$ cat src/rtl/q15_pkg.sv
// Shared definitions for the Q15.48 fixed-point datapath.
// Contents:
//   Q15_WIDTH / Q15_FRAC : operand width and fraction bit count
//   Q15_MAX / Q15_MIN_SAT: symmetric saturation limits (the most negative code
//                          is never produced, so +/- saturation are mirror images)
//   Q15_ONE              : the value 1.0
//   state_t              : divider FSM state encoding
//   q15_abs()            : two's-complement magnitude; the most negative input
//                          maps to 2^63, which is representable as unsigned
package q15_pkg;

    localparam int          Q15_WIDTH   = 64;
    localparam int          Q15_FRAC    = 48;
    localparam logic [63:0] Q15_MAX     = 64'h7fff_ffff_ffff_ffff;
    localparam logic [63:0] Q15_MIN_SAT = 64'h8000_0000_0000_0001;
    localparam logic [63:0] Q15_ONE     = 64'h0001_0000_0000_0000;

    typedef enum logic [1:0] {
        IDLE,
        CHECK,
        DIV,
        DONE
    } state_t;

    function automatic logic [63:0] q15_abs(input logic [63:0] v);
        return v[63] ? (~v + 64'd1) : v;
    endfunction

endpackage

$ cat src/rtl/q15_div_seq_if.sv
// Operand/result bundle of the Q15.48 divider.
// Signals:
//   in_valid/in_ready, num, den   : operand channel (master -> slave)
//   out_valid/out_ready, quot,
//   ovf, dbz                      : result channel (slave -> master)
//
// Handshake: a transfer happens on a rising clock edge where valid and ready
// are both high. The operand payload only has to be stable in that cycle.
// The result payload (quot/ovf/dbz) stays stable while out_valid is high and
// out_ready is low; valid never drops before the transfer completes.
interface q15_div_seq_if #(
    parameter int WIDTH = 64
);
    logic             in_valid;
    logic             in_ready;
    logic [WIDTH-1:0] num;
    logic [WIDTH-1:0] den;
    logic             out_valid;
    logic             out_ready;
    logic [WIDTH-1:0] quot;
    logic             ovf;
    logic             dbz;

    modport master (
        output in_valid, num, den, out_ready,
        input  in_ready, out_valid, quot, ovf, dbz
    );

    modport slave (
        input  in_valid, num, den, out_ready,
        output in_ready, out_valid, quot, ovf, dbz
    );
endinterface

$ cat src/rtl/q15_div_step.sv
// One restoring-division iteration: shift the partial remainder left, bring in
// the next dividend bit, subtract the divisor when it fits.
// Ports:
//   rem      in  WIDTH    partial remainder (always < den)
//   den      in  WIDTH    divisor magnitude (non-zero)
//   bit_in   in  1        next dividend bit, MSB first
//   rem_next out WIDTH    updated remainder
//   q_bit    out 1        quotient bit for this iteration
module q15_div_step #(
    parameter int WIDTH = 64
) (
    input  logic [WIDTH-1:0] rem,
    input  logic [WIDTH-1:0] den,
    input  logic             bit_in,
    output logic [WIDTH-1:0] rem_next,
    output logic             q_bit
);
    // rem < den <= 2^63, so the shifted value needs one extra bit but the
    // result after a conditional subtract fits back into WIDTH bits.
    logic [WIDTH:0] shifted;

    always_comb begin
        shifted  = {rem, bit_in};
        q_bit    = (shifted >= {1'b0, den});
        rem_next = q_bit ? (shifted[WIDTH-1:0] - den) : shifted[WIDTH-1:0];
    end
endmodule

$ cat src/rtl/q15_div_seq.sv
// Iterative restoring divider for signed Q15.48 operands.
// Ports:
//   clk, reset : clock and synchronous active-high reset
//   bus        : q15_div_seq_if slave (operands in, quotient/ovf/dbz out)
//   dbg_state  : current FSM state
// Optional build macro Q15_DIV_ROUND_EN: one extra guard iteration and
// round-half-up of the magnitude; default build truncates toward zero.
module q15_div_seq
    import q15_pkg::*;
#(
    parameter int FRAC_BITS = Q15_FRAC,
    parameter int WIDTH     = Q15_WIDTH
) (
    input  logic          clk,
    input  logic          reset,
    q15_div_seq_if.slave  bus,
    output state_t        dbg_state
);
    localparam int DW    = WIDTH + FRAC_BITS;       // pre-scaled dividend width
    localparam int IBITS = WIDTH - FRAC_BITS - 1;   // integer bits excluding sign
`ifdef Q15_DIV_ROUND_EN
    localparam int QW = WIDTH + 1;                  // quotient plus guard bit
`else
    localparam int QW = WIDTH;
`endif
    localparam logic [6:0] CNT_START = 7'(QW - 1);

    state_t           state, state_next;
    logic             sign;
    logic [WIDTH-1:0] mag_n, mag_d;
    logic [DW-1:0]    div_sr;
    logic [WIDTH-1:0] rem, rem_next;
    logic [QW-1:0]    q_acc, q_full;
    logic [6:0]       cnt;
    logic             q_bit;
    logic [WIDTH-1:0] quot_r;
    logic             ovf_r, dbz_r;
    logic             too_big;
    logic [WIDTH-1:0] mag_final;
    logic             round_sat;

    q15_div_step #(.WIDTH(WIDTH)) u_step (
        .rem      (rem),
        .den      (mag_d),
        .bit_in   (div_sr[DW-1]),
        .rem_next (rem_next),
        .q_bit    (q_bit)
    );

    // Quotient magnitude reaches 2^63 exactly when mag_n >= mag_d * 2^IBITS.
    assign too_big = {{(IBITS+1){1'b0}}, mag_n} >= {1'b0, mag_d, {IBITS{1'b0}}};

    always_comb begin
        q_full    = QW'({q_acc, q_bit});
        round_sat = 1'b0;
`ifdef Q15_DIV_ROUND_EN
        begin
            logic [QW-1:0] rounded;
            rounded   = {1'b0, q_full[QW-1:1]} + QW'(q_full[0]);
            round_sat = (rounded[QW-1:WIDTH-1] != '0);
            mag_final = rounded[WIDTH-1:0];
        end
`else
        mag_final = q_full;
`endif
    end

    always_comb begin
        state_next = state;
        case (state)
            IDLE:    if (bus.in_valid)                  state_next = CHECK;
            CHECK:   if (mag_d == '0 || too_big)        state_next = DONE;
                     else                               state_next = DIV;
            DIV:     if (cnt == 7'd0)                   state_next = DONE;
            DONE:    if (bus.out_ready)                 state_next = IDLE;
            default:                                    state_next = IDLE;
        endcase
    end

    always_ff @(posedge clk) begin
        if (reset) begin
            state  <= IDLE;
            quot_r <= '0;
            ovf_r  <= 1'b0;
            dbz_r  <= 1'b0;
            sign   <= 1'b0;
            mag_n  <= '0;
            mag_d  <= '0;
            div_sr <= '0;
            rem    <= '0;
            q_acc  <= '0;
            cnt    <= '0;
        end else begin
            state <= state_next;
            case (state)
                IDLE: if (bus.in_valid) begin
                    sign   <= bus.num[WIDTH-1] ^ bus.den[WIDTH-1];
                    mag_n  <= q15_abs(bus.num);
                    mag_d  <= q15_abs(bus.den);
                    div_sr <= {q15_abs(bus.num), {FRAC_BITS{1'b0}}};
                    ovf_r  <= 1'b0;
                    dbz_r  <= 1'b0;
                end
                CHECK: begin
                    if (mag_d == '0) begin
                        // den is +0 here, so sign equals the sign of num.
                        dbz_r  <= 1'b1;
                        quot_r <= (mag_n == '0) ? '0 : (sign ? Q15_MIN_SAT : Q15_MAX);
                    end else if (too_big) begin
                        ovf_r  <= 1'b1;
                        quot_r <= sign ? Q15_MIN_SAT : Q15_MAX;
                    end else begin
                        // Upper dividend bits are below mag_d (no overflow), so
                        // they seed the remainder and only the low WIDTH bits
                        // need iterating.
                        rem    <= {{(2*WIDTH-DW){1'b0}}, div_sr[DW-1:WIDTH]};
                        div_sr <= div_sr << (DW - WIDTH);
                        q_acc  <= '0;
                        cnt    <= CNT_START;
                    end
                end
                DIV: begin
                    rem    <= rem_next;
                    div_sr <= div_sr << 1;
                    q_acc  <= q_full;
                    cnt    <= cnt - 7'd1;
                    if (cnt == 7'd0) begin
                        if (round_sat) begin
                            ovf_r  <= 1'b1;
                            quot_r <= sign ? Q15_MIN_SAT : Q15_MAX;
                        end else begin
                            quot_r <= sign ? (~mag_final + 1'b1) : mag_final;
                        end
                    end
                end
                default: ;
            endcase
        end
    end

    assign bus.in_ready  = (state == IDLE);
    assign bus.out_valid = (state == DONE);
    assign bus.quot      = quot_r;
    assign bus.ovf       = ovf_r;
    assign bus.dbz       = dbz_r;
    assign dbg_state     = state;

endmodule

$ cat src/flat_wrapper.sv
// flat-port wrapper written by rule: the top's interface ports become plain ports
module q15_div_seq_flat import q15_pkg::*;
#(
    parameter int FRAC_BITS = Q15_FRAC,
    parameter int WIDTH     = Q15_WIDTH
)
  (clk, reset, dbg_state, bus_in_valid, bus_num, bus_den, bus_out_ready, bus_in_ready, bus_out_valid, bus_quot, bus_ovf, bus_dbz);
  q15_div_seq_if #(.WIDTH(WIDTH)) bus_i ();
  input  logic clk;
  input  logic reset;
  output state_t dbg_state;
  input wire logic [$bits(bus_i.in_valid)-1:0] bus_in_valid;
  input wire logic [$bits(bus_i.num)-1:0] bus_num;
  input wire logic [$bits(bus_i.den)-1:0] bus_den;
  input wire logic [$bits(bus_i.out_ready)-1:0] bus_out_ready;
  output wire logic [$bits(bus_i.in_ready)-1:0] bus_in_ready;
  output wire logic [$bits(bus_i.out_valid)-1:0] bus_out_valid;
  output wire logic [$bits(bus_i.quot)-1:0] bus_quot;
  output wire logic [$bits(bus_i.ovf)-1:0] bus_ovf;
  output wire logic [$bits(bus_i.dbz)-1:0] bus_dbz;
  assign bus_i.in_valid = bus_in_valid;
  assign bus_i.num = bus_num;
  assign bus_i.den = bus_den;
  assign bus_i.out_ready = bus_out_ready;
  assign bus_in_ready = bus_i.in_ready;
  assign bus_out_valid = bus_i.out_valid;
  assign bus_quot = bus_i.quot;
  assign bus_ovf = bus_i.ovf;
  assign bus_dbz = bus_i.dbz;
  q15_div_seq #(.FRAC_BITS(FRAC_BITS), .WIDTH(WIDTH)) u_core (.clk(clk), .reset(reset), .bus(bus_i), .dbg_state(dbg_state));
endmodule
$ cat config.mk
export PLATFORM = sky130hd
export DESIGN_NAME = q15_div_seq_flat
export DESIGN_NICKNAME = d
export VERILOG_FILES = /design/src/rtl/q15_pkg.sv /design/src/rtl/q15_div_seq_if.sv /design/src/rtl/q15_div_step.sv /design/src/rtl/q15_div_seq.sv /design/src/flat_wrapper.sv
export SDC_FILE = /design/constraint.sdc
export NUM_CORES = 1
export LEC_CHECK = 0
export ABC_AREA = 1
export BUFFER_PORTS_ARGS = -buffer_cell sky130_fd_sc_hd__buf_2
export CORE_ASPECT_RATIO = 0.7
export CORE_MARGIN = 4
export CORE_UTILIZATION = 25
export CTS_CLUSTER_DIAMETER = 120
export DETAILED_ROUTE_END_ITERATION = 6
export PLACE_DENSITY = 0.41
export SLEW_MARGIN = 0
export SYNTH_ARGS = -nofsm -noshare
export SYNTH_HDL_FRONTEND = slang
export SYNTH_SLANG_ARGS = --single-unit
export TNS_END_PERCENT = 100
$ cat constraint.sdc
create_clock -name clk -period 3.55 [get_ports clk]
set_input_delay 0.5325 -clock clk [delete_from_list [all_inputs] [get_ports clk]]
set_output_delay 0.5325 -clock clk [all_outputs]
set_load 0.01 [all_outputs]
==> results.json, run 1 <==
{
  "status": "finished, final reports clean",
  "reg2reg_slack_ns": 0.003,
  "final_cell_mix": "nand2_1 (822), inv_1 (577), nor2_1 (534)",
  "grt_use_total": 0.2270,
  "worstSetupEndpointType": "register",
  "finalMaxSlewViolations": 0,
  "drt_first_pass_iters": 6,
  "cpPeakStageDelay_ns": 0.33,
  "wl_met3_um": 12790,
  "tns_ns": 0,
  "cts_buffers": 51,
  "wl_met1_um": 74990,
  "arrival_ns": 4.07,
  "ios": 202,
  "fmax_mhz": 281.9,
  "die_x_um": 418.0,
  "crit_path_start": "u_core.mag_d[36]",
  "viasPerCell": 4.948,
  "stdcell_count": 6714,
  "route.detailed.drc": 0,
  "hold_viol_final": 0,
  "ys_seq_elements": 395,
  "grt_pass1_wl_um": 210900,
  "syn_inst": 4704,
  "start_util": 0.2540,
  "drtIter0Drc": 3121,
  "fp-row-count": 104,
  "startpoint_type": "register",
  "ir_drop_mv": 0.4420,
  "synthSimpleGateAreaFrac": 0.3161,
  "worst-slew-pin-transition_ns": 1.089,
  "ys_seq_area_frac": 0.2688,
  "ctsRootBufferMaster": "clkbuf_16",
  "synth_top_family_by_area": "simple AND/OR/NAND/NOR gates",
  "muxShareOfSynthArea": 0,
  "synth_edf_count": 0,
  "r2r-start": "u_core.mag_d[36]",
  "yosys.area.top_type_share": 0.2688,
  "setup_viol": 0,
  "clock_latency_ns": 0.68,
  "async_flop_share": 0,
  "grt_pass1_vias": 30620,
  "rsz0062_at_grt": "yes",
  "synth-xor-area-share": 0.04466,
  "place_congestion": 0.9790,
  "dp_cells": 6596,
  "grt_max_degree": 137,
  "dp_slack_ns": -0.1956,
  "fin_skew_ns": 0.05559,
  "synth_fa_ha_area_frac": 0.05300,
  "hpwlAfterDp_um": 113100,
  "portBuffers": 201,
  "cts_tree": "yes",
  "cap_viol_max_count": 0,
  "highest_layer": "met4",
  "final_common_cell": "nand2_1",
  "fp.dieArea_sq_um": 123300,
  "syn-num-nets": 4960,
  "cts_hold_buf": 0,
  "overflow": 0,
  "crit_end": "u_core.bus.quot[18]",
  "synth_cell_types": 66,
  "drive_above_1_share": 0.1981,
  "fin_nets": 5387,
  "r2r-end": "u_core.bus.quot[18]",
  "met2_length_um": 54870,
  "postSynthAreaPerCell_sq_um": 6.254,
  "max_slew_margin": 0.2691,
  "fin_ws_ns": 0.003025,
  "vias": 33220,
  "synth_compound_area_frac": 0.2052,
  "hold_class": "input pin to register",
  "reg2reg_depth": 32,
  "cts.sinks": 395,
  "p_leak_nw": 16.86,
  "crit_fanout": 4,
  "wire_per_inst_um": 21.59,
  "cpMostUsedCell": "nand2_2",
  "yosysWarnings": 0,
  "cp_data_required_time_ns": 4.07,
  "yosys.area.top_type": "dfxtp_1",
  "clkTransAtPathRegs_ns": 0.06,
  "synthTopCellsByArea": "dfxtp_1 (27%), nand2_1 (11%), inv_1 (7.7%), o21ai_0 (7.5%), a21oi_1 (7.4%)",
  "syn_to_final_growth_pct": 27.17,
  "netlist_area_sq_um": 29420,
  "fin_worst_hold_slack_ns": 0.1545,
  "fp.dieH_um": 295.0,
  "fin_crit_ns": 3.547,
  "cp_slowest_cell": "dfxtp_2",
  "worstSetupPathType": "register to register",
  "synth-main-ff-cell": "dfxtp_1",
  "wirelength_um": 145000,
  "fin_area_sq_um": 37410,
  "place_area_sq_um": 34490,
  "power_density_nw_per_um2": 1066,
  "period_share": 0.9991,
  "cts_buffer_depth": 3,
  "core_sq_um": 115800,
  "grt_antenna_before_repair": 2,
  "h-tree-depth": 2,
  "ant_nets": 0
}
==> how the worst min path moves through the flow <==
stage	start	to	slack [ns]	cells after the start
floorplan	u_core.div_sr[73]	u_core.div_sr[73]	0.44	2
global route	bus_num[0]	u_core.mag_n[0]	0.14	3
global placement	u_core.div_sr[49]	u_core.div_sr[49]	0.45	2
finish	bus_num[0]	u_core.mag_n[0]	0.15	3
detailed placement	u_core.div_sr[49]	u_core.div_sr[49]	0.45	2
CTS	bus_num[0]	u_core.mag_n[0]	0.12	3
==> registers in the layout (all words and copies together) (netlist names), 2 cells and up <==
name and flops:
u_core.q_acc 63, u_core.cnt 7, u_core.mag_n 64, u_core.dbg_state 2, u_core.rem 64, u_core.div_sr 64, u_core.bus.quot 64, u_core.mag_d 64
==> stage by stage <==
| stage | power, mW | util |
|---|---|---|
| floorplan | 21.35 | - |
| global placement | 32.29 | 0.2979 |
| detailed placement | 32.07 | 0.2979 |
| CTS | 39.05 | 0.3204 |
| global route | 42.76 | 0.3230 |
| finish | 39.88 | 0.3230 |
==> timing repair <==
item,4_1_cts,5_1_grt
gates resized for setup,134,77
setup endpoints to repair,14,22
buffers inserted,11,9
pin swaps,25,32
==> where the power goes <==
| group | total, mW | internal, mW | leakage [nW] | switching, mW |
|---|---|---|---|---|
| logic | 26.6 | 9.50 | 12.7 | 17.1 |
| clock network | 5.80 | 3.32 | 0.886 | 2.49 |
| registers | 7.46 | 6.01 | 3.27 | 1.46 |
==> critical path, delay by kind of cell, from the launching register on <==
kind	cells	cell delay [ns]
buffers and inverters	10	1.01
and+or+nand+nor	19	1.60
adders and majority gates	2	0.39
AOI/OAI and AO/OA	1	0.06
DFF	1	0.33
==> cells by family after synthesis <==
| family | Yosys count |
|---|---|
| AO/OA/AOI/OAI | 1104 |
| buffers and inverters | 840 |
| adder cells (fa/ha/maj) | 124 |
| flip-flops | 395 |
| AND/OR/NAND/NOR | 2091 |
| XOR/XNOR | 150 |
==> layout make-up <==
type	instances	area [sq um]
diodes	3	7.507
fillers	12820	78400
multi-input cells	3469	19190
flip-flops and latches	395	7974
well taps	1537	1923
repair buffers	591	4110
clock buffers	66	1423
clock inverters	30	417.9
inverters	623	2359
==> synth_stat cells, types with 4 or more instances <==
| library cell | count |
|---|---|
| buf_1 | 30 |
| a21oi_1 | 437 |
| clkbuf_1 | 132 |
| nand3b_1 | 15 |
| buf_4 | 7 |
| a21oi_2 | 7 |
| a22oi_1 | 11 |
| nand4_1 | 79 |
| nand2_1 | 861 |
| xor2_1 | 95 |
| or2_2 | 18 |
| inv_2 | 19 |
| nor3_2 | 8 |
| xnor2_1 | 55 |
| nand3_2 | 6 |
| o221ai_1 | 6 |
| a21boi_0 | 4 |
| o31ai_1 | 6 |
| or2_1 | 6 |
| nor2_1 | 538 |
| nor4_1 | 75 |
| nand2_2 | 17 |
| nor2_2 | 23 |
| dfxtp_1 | 395 |
| a31oi_1 | 17 |
| a211oi_1 | 6 |
| o211ai_1 | 72 |
| nand3_1 | 344 |
| inv_1 | 600 |
| nor3_1 | 71 |
| nor2_4 | 10 |
| ha_1 | 123 |
| o21ai_1 | 37 |
| o21bai_1 | 16 |
| a21o_1 | 15 |
| o22ai_1 | 7 |
| o21ai_0 | 440 |
| buf_2 | 40 |
| o21ai_2 | 8 |
| buf_6 | 6 |
| o21a_1 | 4 |
==> per-layer routing <==
layer / vias up / global-route usage
met3: 106 / 0.06382
met1: 15620 / 0.3543
met5: - / 0
li1: 16500 / -
met4: 0 / 0.04066
met2: 1003 / 0.3046
Power figures use the tool's default switching activity.
==> run 2, diff against run 1 <==
- PLACE_DENSITY: 0.41 -> 0.4
- clock period: 3.55 -> 4.1 ns (I/O delays scaled with it)
==> results.json, run 2 (synthesis gave the netlist of run 1 again) <==
{
  "ctsRootBufferMaster": "clkbuf_16",
  "grt_max_degree": 97,
  "finalMaxSlewViolations": 0,
  "fin_crit_ns": 3.861,
  "syn_to_final_growth_pct": 15.77,
  "cts_setup_buffers": 0,
  "crit_fanout": 5,
  "hold_class": "input pin to register",
  "fp.dieH_um": 295.0,
  "min_path_cells": 3,
  "highest_layer": "met5",
  "place_congestion": 0.9651,
  "fin_nets": 5087,
  "worstSetupEndpointType": "register",
  "h-tree-depth": 2,
  "wl_met3_um": 12750,
  "cap_viol_max_count": 0,
  "grt_pass1_wl_um": 209100,
  "hold-path-endpoint": "u_core.mag_n[0]",
  "fp.dieArea_sq_um": 123300,
  "fin_ws_ns": 0.2394,
  "fin_worst_hold_slack_ns": 0.2682,
  "portBuffers": 201,
  "dp_slack_ns": 0.3203,
  "hold_path.startpoint": "bus_num[0]",
  "start_util": 0.2540,
  "met2_length_um": 53640,
  "max_slew_margin": 0.2349,
  "reg2reg_slack_ns": 0.24,
  "cts-resized-gates": 0,
  "drt_first_pass_iters": 6,
  "r2r-end": "u_core.bus.quot[62]",
  "worstSetupPathType": "register to register",
  "drive_above_1_share": 0.1082,
  "viasPerCell": 5.010,
  "ios": 202,
  "dp_cells": 6316,
  "wirelength_um": 144400,
  "tns_ns": 0,
  "setup_viol": 0,
  "stdcell_count": 6407,
  "cts.sinks": 395,
  "drtIter0Drc": 3238,
  "fp-row-count": 104,
  "r2r-start": "u_core.mag_d[62]",
  "worst-slew-pin-transition_ns": 1.137,
  "period_share": 0.9416,
  "cts_buffer_depth": 3,
  "ant_nets": 0,
  "wire_per_inst_um": 22.54,
  "hold_viol_final": 0,
  "final_common_cell": "nand2_1",
  "core_sq_um": 115800,
  "die_x_um": 418.0,
  "p_leak_nw": 15.31,
  "fin_skew_ns": 0.05349,
  "fmax_mhz": 259.0,
  "final_cell_mix": "nand2_1 (859), inv_1 (598), nor2_1 (537)",
  "wl_met1_um": 75630,
  "clock_latency_ns": 0.66,
  "grt_antenna_before_repair": 6,
  "ir_drop_mv": 0.4975,
  "cts_tree": "yes",
  "cts_hold_buf": 0,
  "reg2reg_depth": 26,
  "arrival_ns": 4.45,
  "nFillCells": 13220,
  "vias": 32100,
  "status": "finished, final reports clean",
  "cts_buffers": 50,
  "power_density_nw_per_um2": 913.6,
  "overflow": 0,
  "clkTransAtPathRegs_ns": 0.06,
  "route.detailed.drc": 0,
  "startpoint_type": "register",
  "cp_data_required_time_ns": 4.69,
  "hpwlAfterDp_um": 112900,
  "grt_use_total": 0.2265,
  "grt_pass1_vias": 29860
}
-- run 2: cell count changes in the layout (fill, tap and decap cells not counted), moves of 21 or more --
cell     previous run  this run
buf_4             375        79
ha_1               69       120
dfxtp_1           346       394
ha_4               50         2
dfxtp_2            47         1
nand2_1           822       859
nand2_2            51        17
inv_1             577       598
-- run 2: final cells by class --
class	count	area [sq um]	share of cell area
diodes	1	2.502	0.00007348
inverters	623	2351	0.06903
clock inverters	22	306.5	0.009001
clock buffers	68	1419	0.04166
flip-flops and latches	395	7909	0.2322
multi-input cells	3469	18300	0.5373
repair buffers	292	1846	0.05419
well taps	1537	1923	0.05647
-- run 2: critical path: stages (launching register included) --
cell      delay, ns
dfxtp_1        0.35
inv_2          0.05
ha_1           0.34
a21o_1         0.23
a21oi_1        0.23
nand2_1        0.19
o21bai_2       0.26
nor2_4         0.20
nand2_8        0.08
inv_4          0.05
ha_2           0.19
nand3_4        0.10
nor2_4         0.11
nand3_4        0.09
nor2_4         0.13
nand3_2        0.09
nor2_2         0.10
inv_2          0.07
nor2_4         0.23
inv_2          0.08
nor2_2         0.10
nand3_2        0.11
o21ai_2        0.15
nand3_1        0.08
nand2_1        0.09
nor2_1         0.04
nor2_1         0.09
-- run 2: through the flow --
stage / cell area [sq um] / util / power (mW)
global route: 34050 / 0.2940 / 33.45
CTS: 34020 / 0.2938 / 30.83
finish: 34060 / 0.2941 / 31.11
floorplan: 29420 / - / 18.41
detailed placement: 32300 / 0.2789 / 25.83
global placement: 32300 / 0.2789 / 26.08
-- run 2: power by group --
group | leakage (nW) | switching (mW) | internal, mW
clock | 0.836 | 2.04 | 2.75
sequential | 3.25 | 1.31 | 5.16
combinational | 11.2 | 13.9 | 5.91
-- run 2: worst max path at each step --
| stage | start | end | slack, ns | cells past startpoint |
|---|---|---|---|---|
| finish | u_core.mag_d[62] | u_core.bus.quot[62] | 0.24 | 26 |
| global route | u_core.mag_d[32] | u_core.bus.quot[62] | -0.01 | 28 |
| CTS | u_core.mag_d[32] | u_core.bus.quot[50] | 0.26 | 27 |
| detailed placement | u_core.mag_d[32] | u_core.bus.quot[62] | 0.32 | 27 |
| global placement | u_core.mag_d[20] | u_core.bus.quot[62] | 0.33 | 27 |
| floorplan | u_core.mag_d[36] | u_core.bus.quot[50] | 0.51 | 33 |
-- run 2: metal layers --
layer  GRT usage  vias to the layer above
met5           0                        -
met4     0.04066                        2
met3     0.05964                      116
met2      0.3004                     1016
met1      0.3588                    15120
li1            -                    15850
==> run 3, diff against run 2 <==
- ABC_AREA: 1 -> not set
==> results.json, run 3 <==
{
  "fin_nets": 3927,
  "fmax_mhz": 252.0,
  "wire_per_inst_um": 21.59,
  "grt_antenna_before_repair": 9,
  "syn_inst": 3252,
  "cp_cell_sequence": "inv_1, ha_1, a21oi_2, o211ai_1, a21oi_2, and3_4, a211oi_2, o21ba_2, or2_4, inv_2, ha_4, nand4bb_4, or4_4, nor2_4, nand2_4, o41ai_4, xnor2_1, a21oi_1, nor2_1",
  "yosys.area.top_type_share": 0.3140,
  "status": "finished, final reports clean",
  "hpwlAfterDp_um": 83120,
  "core_sq_um": 100000,
  "wirelength_um": 109000,
  "fin_crit_ns": 3.969,
  "hold_viol_final": 0,
  "fin_skew_ns": 0.03526,
  "postSynthAreaPerCell_sq_um": 7.743,
  "cpMostUsedCell": "a21oi_2",
  "setup_viol": 0,
  "startpoint_type": "register",
  "yosysWarnings": 0,
  "cp_slowest_cell": "or4_4",
  "r2r-start": "u_core.mag_d[22]",
  "ant_nets": 0,
  "grt_max_degree": 125,
  "cts_buffers": 48,
  "ios": 202,
  "synthTopCellsByArea": "dfxtp_1 (31%), nor2_1 (6.9%), ha_1 (6.1%), a211oi_1 (5.5%), xor2_1 (4.7%)",
  "cpPeakStageDelay_ns": 0.48,
  "cts_buffer_depth": 3,
  "finalMaxSlewViolations": 0,
  "overflow": 0,
  "synth_edf_count": 0,
  "arrival_ns": 4.48,
  "cts_hold_buf": 0,
  "rsz0062_at_grt": "yes",
  "fp.dieH_um": 273.5,
  "synth_cell_types": 85,
  "die_x_um": 387.3,
  "crit_buf_inv": 2,
  "syn_to_final_growth_pct": 28.07,
  "p_leak_nw": 13.07,
  "netlist_area_sq_um": 25180,
  "period_share": 0.9680,
  "ir_drop_mv": 0.5458,
  "ctsRootBufferMaster": "clkbuf_16",
  "yosysMostFrequentCell": "nor2_1",
  "cts_tree": "yes",
  "worstSetupPathType": "register to register",
  "clkTransAtPathRegs_ns": 0.06,
  "cp_top_family": "simple AND/OR/NAND/NOR gates",
  "vias": 25850,
  "final_cell_mix": "nor2_1 (460), buf_4 (397), dfxtp_1 (382)",
  "fin_area_sq_um": 32250,
  "ys_seq_area_frac": 0.3140,
  "portBuffers": 201,
  "max_slew_margin": 0.1870,
  "syn-num-nets": 3508,
  "fp.dieArea_sq_um": 105900,
  "yosys.area.top_type": "dfxtp_1",
  "crit_path_start": "u_core.mag_d[22]",
  "hold_path.startpoint": "bus_num[0]",
  "dp_cells": 4957,
  "route.detailed.drc": 0,
  "grt_use_total": 0.1984,
  "async_flop_share": 0,
  "grt_pass1_wl_um": 162100,
  "final_common_cell": "nor2_1",
  "cts.sinks": 395,
  "synth_top_cells_by_count": "nor2_1 (466), dfxtp_1 (395), a21oi_1 (231)",
  "fp-row-count": 97,
  "h-tree-depth": 2,
  "drive_above_1_share": 0.2300,
  "power_density_nw_per_um2": 871.5,
  "synth-main-ff-cell": "dfxtp_1",
  "start_util": 0.2518,
  "clock_latency_ns": 0.63,
  "viasPerCell": 5.119,
  "fin_worst_hold_slack_ns": 0.2619,
  "cap_viol_max_count": 0,
  "place_area_sq_um": 30270,
  "worstSetupEndpointType": "register",
  "hold_class": "input pin to register",
  "crit_fanout": 4,
  "drtIter0Drc": 2320,
  "cp_data_required_time_ns": 4.61,
  "worst-slew-pin-transition_ns": 1.215,
  "grt_pass1_vias": 24190,
  "place_congestion": 0.9202,
  "ys_seq_elements": 395,
  "drt_first_pass_iters": 5,
  "stdcell_count": 5050
}
run 3: cell count changes in the layout (fill, tap and decap cells not counted), sizes merged, moves of 179 or more:
cell	change
a211oi	+179
a21oi	-213
buf	+320
inv	-510
nand2	-651
nand3	-311
o21ai	-322
run 3: worst min-delay path, stage by stage:
cell and delay [ns]:
buf_2 0.11, nand2_1 0.05, a21oi_1 0.05
run 3: layout make-up:
cell class	count	area [sq um]
Clock buffer	71	1439
Inverter	114	430.4
Sequential cell	395	7924
Clock inverter	17	175.2
Fill cell	10860	67760
Timing Repair Buffer	612	4268
Multi-Input combinational cell	2500	16330
Antenna cell	5	12.51
Tap cell	1336	1672
run 3: cells by family (layout without fill, tap and decap cells):
group	after synthesis	in the layout	synth area share
compound gates	1008	1008	0.2721
buf+inv	357	814	0.05625
simple gates	1123	1123	0.2084
xor+xnor	218	218	0.07583
other cells	0	5	0
fa+ha+maj	124	124	0.06191
flops	395	395	0.3140
mux	27	27	0.01143
run 3: path summary, 6_finish.rpt:
kind	to	slack [ns]	cells past startpoint
setup / recovery	u_core.bus.quot[60]	0.13	19
setup reg to reg	u_core.bus.quot[60]	0.13	19
hold reg to reg	u_core.mag_n[0]	0.46	2
hold / removal	u_core.mag_n[0]	0.26	3
run 3: where the power goes:
group | switching, mW | internal [mW] | leakage (nW)
registers | 1.03 | 4.94 | 3.25
clock network | 1.90 | 2.57 | 0.792
logic | 10.5 | 7.16 | 9.03
total | 13.4 | 14.7 | 13.1
run 3: per-layer routing:
layer  global-route usage  share of wire  up-vias
li1                     -              -    12810
met1               0.3357           0.57    12300
met2               0.2421           0.35      645
met3              0.04459          0.070       94
met4              0.03367          0.015        4
met5                    0        0.00025        -
run 3: repair_timing:
item / in CTS / in global routing
resized for setup: 14 / 73
hold endpoints to repair: 0 / 0
buffers inserted: 1 / 0
endpoints found under the setup margin: 9 / 107
pin swaps: 5 / 18
run 3: through the flow:
stage	setup WS (ns)	TNS (ns)	utilization	total power, mW
2_1_floorplan	-0.02509	-0.02509	-	15.69
3_3_place_gp	-0.2074	-0.7484	0.3027	23.20
3_5_place_dp	-0.2281	-1.038	0.3027	22.97
4_1_cts	-0.01278	-0.01487	0.3196	27.70
5_1_grt	-0.001126	-0.001126	0.3224	30.09
6_report	0.1311	0	0.3225	28.11
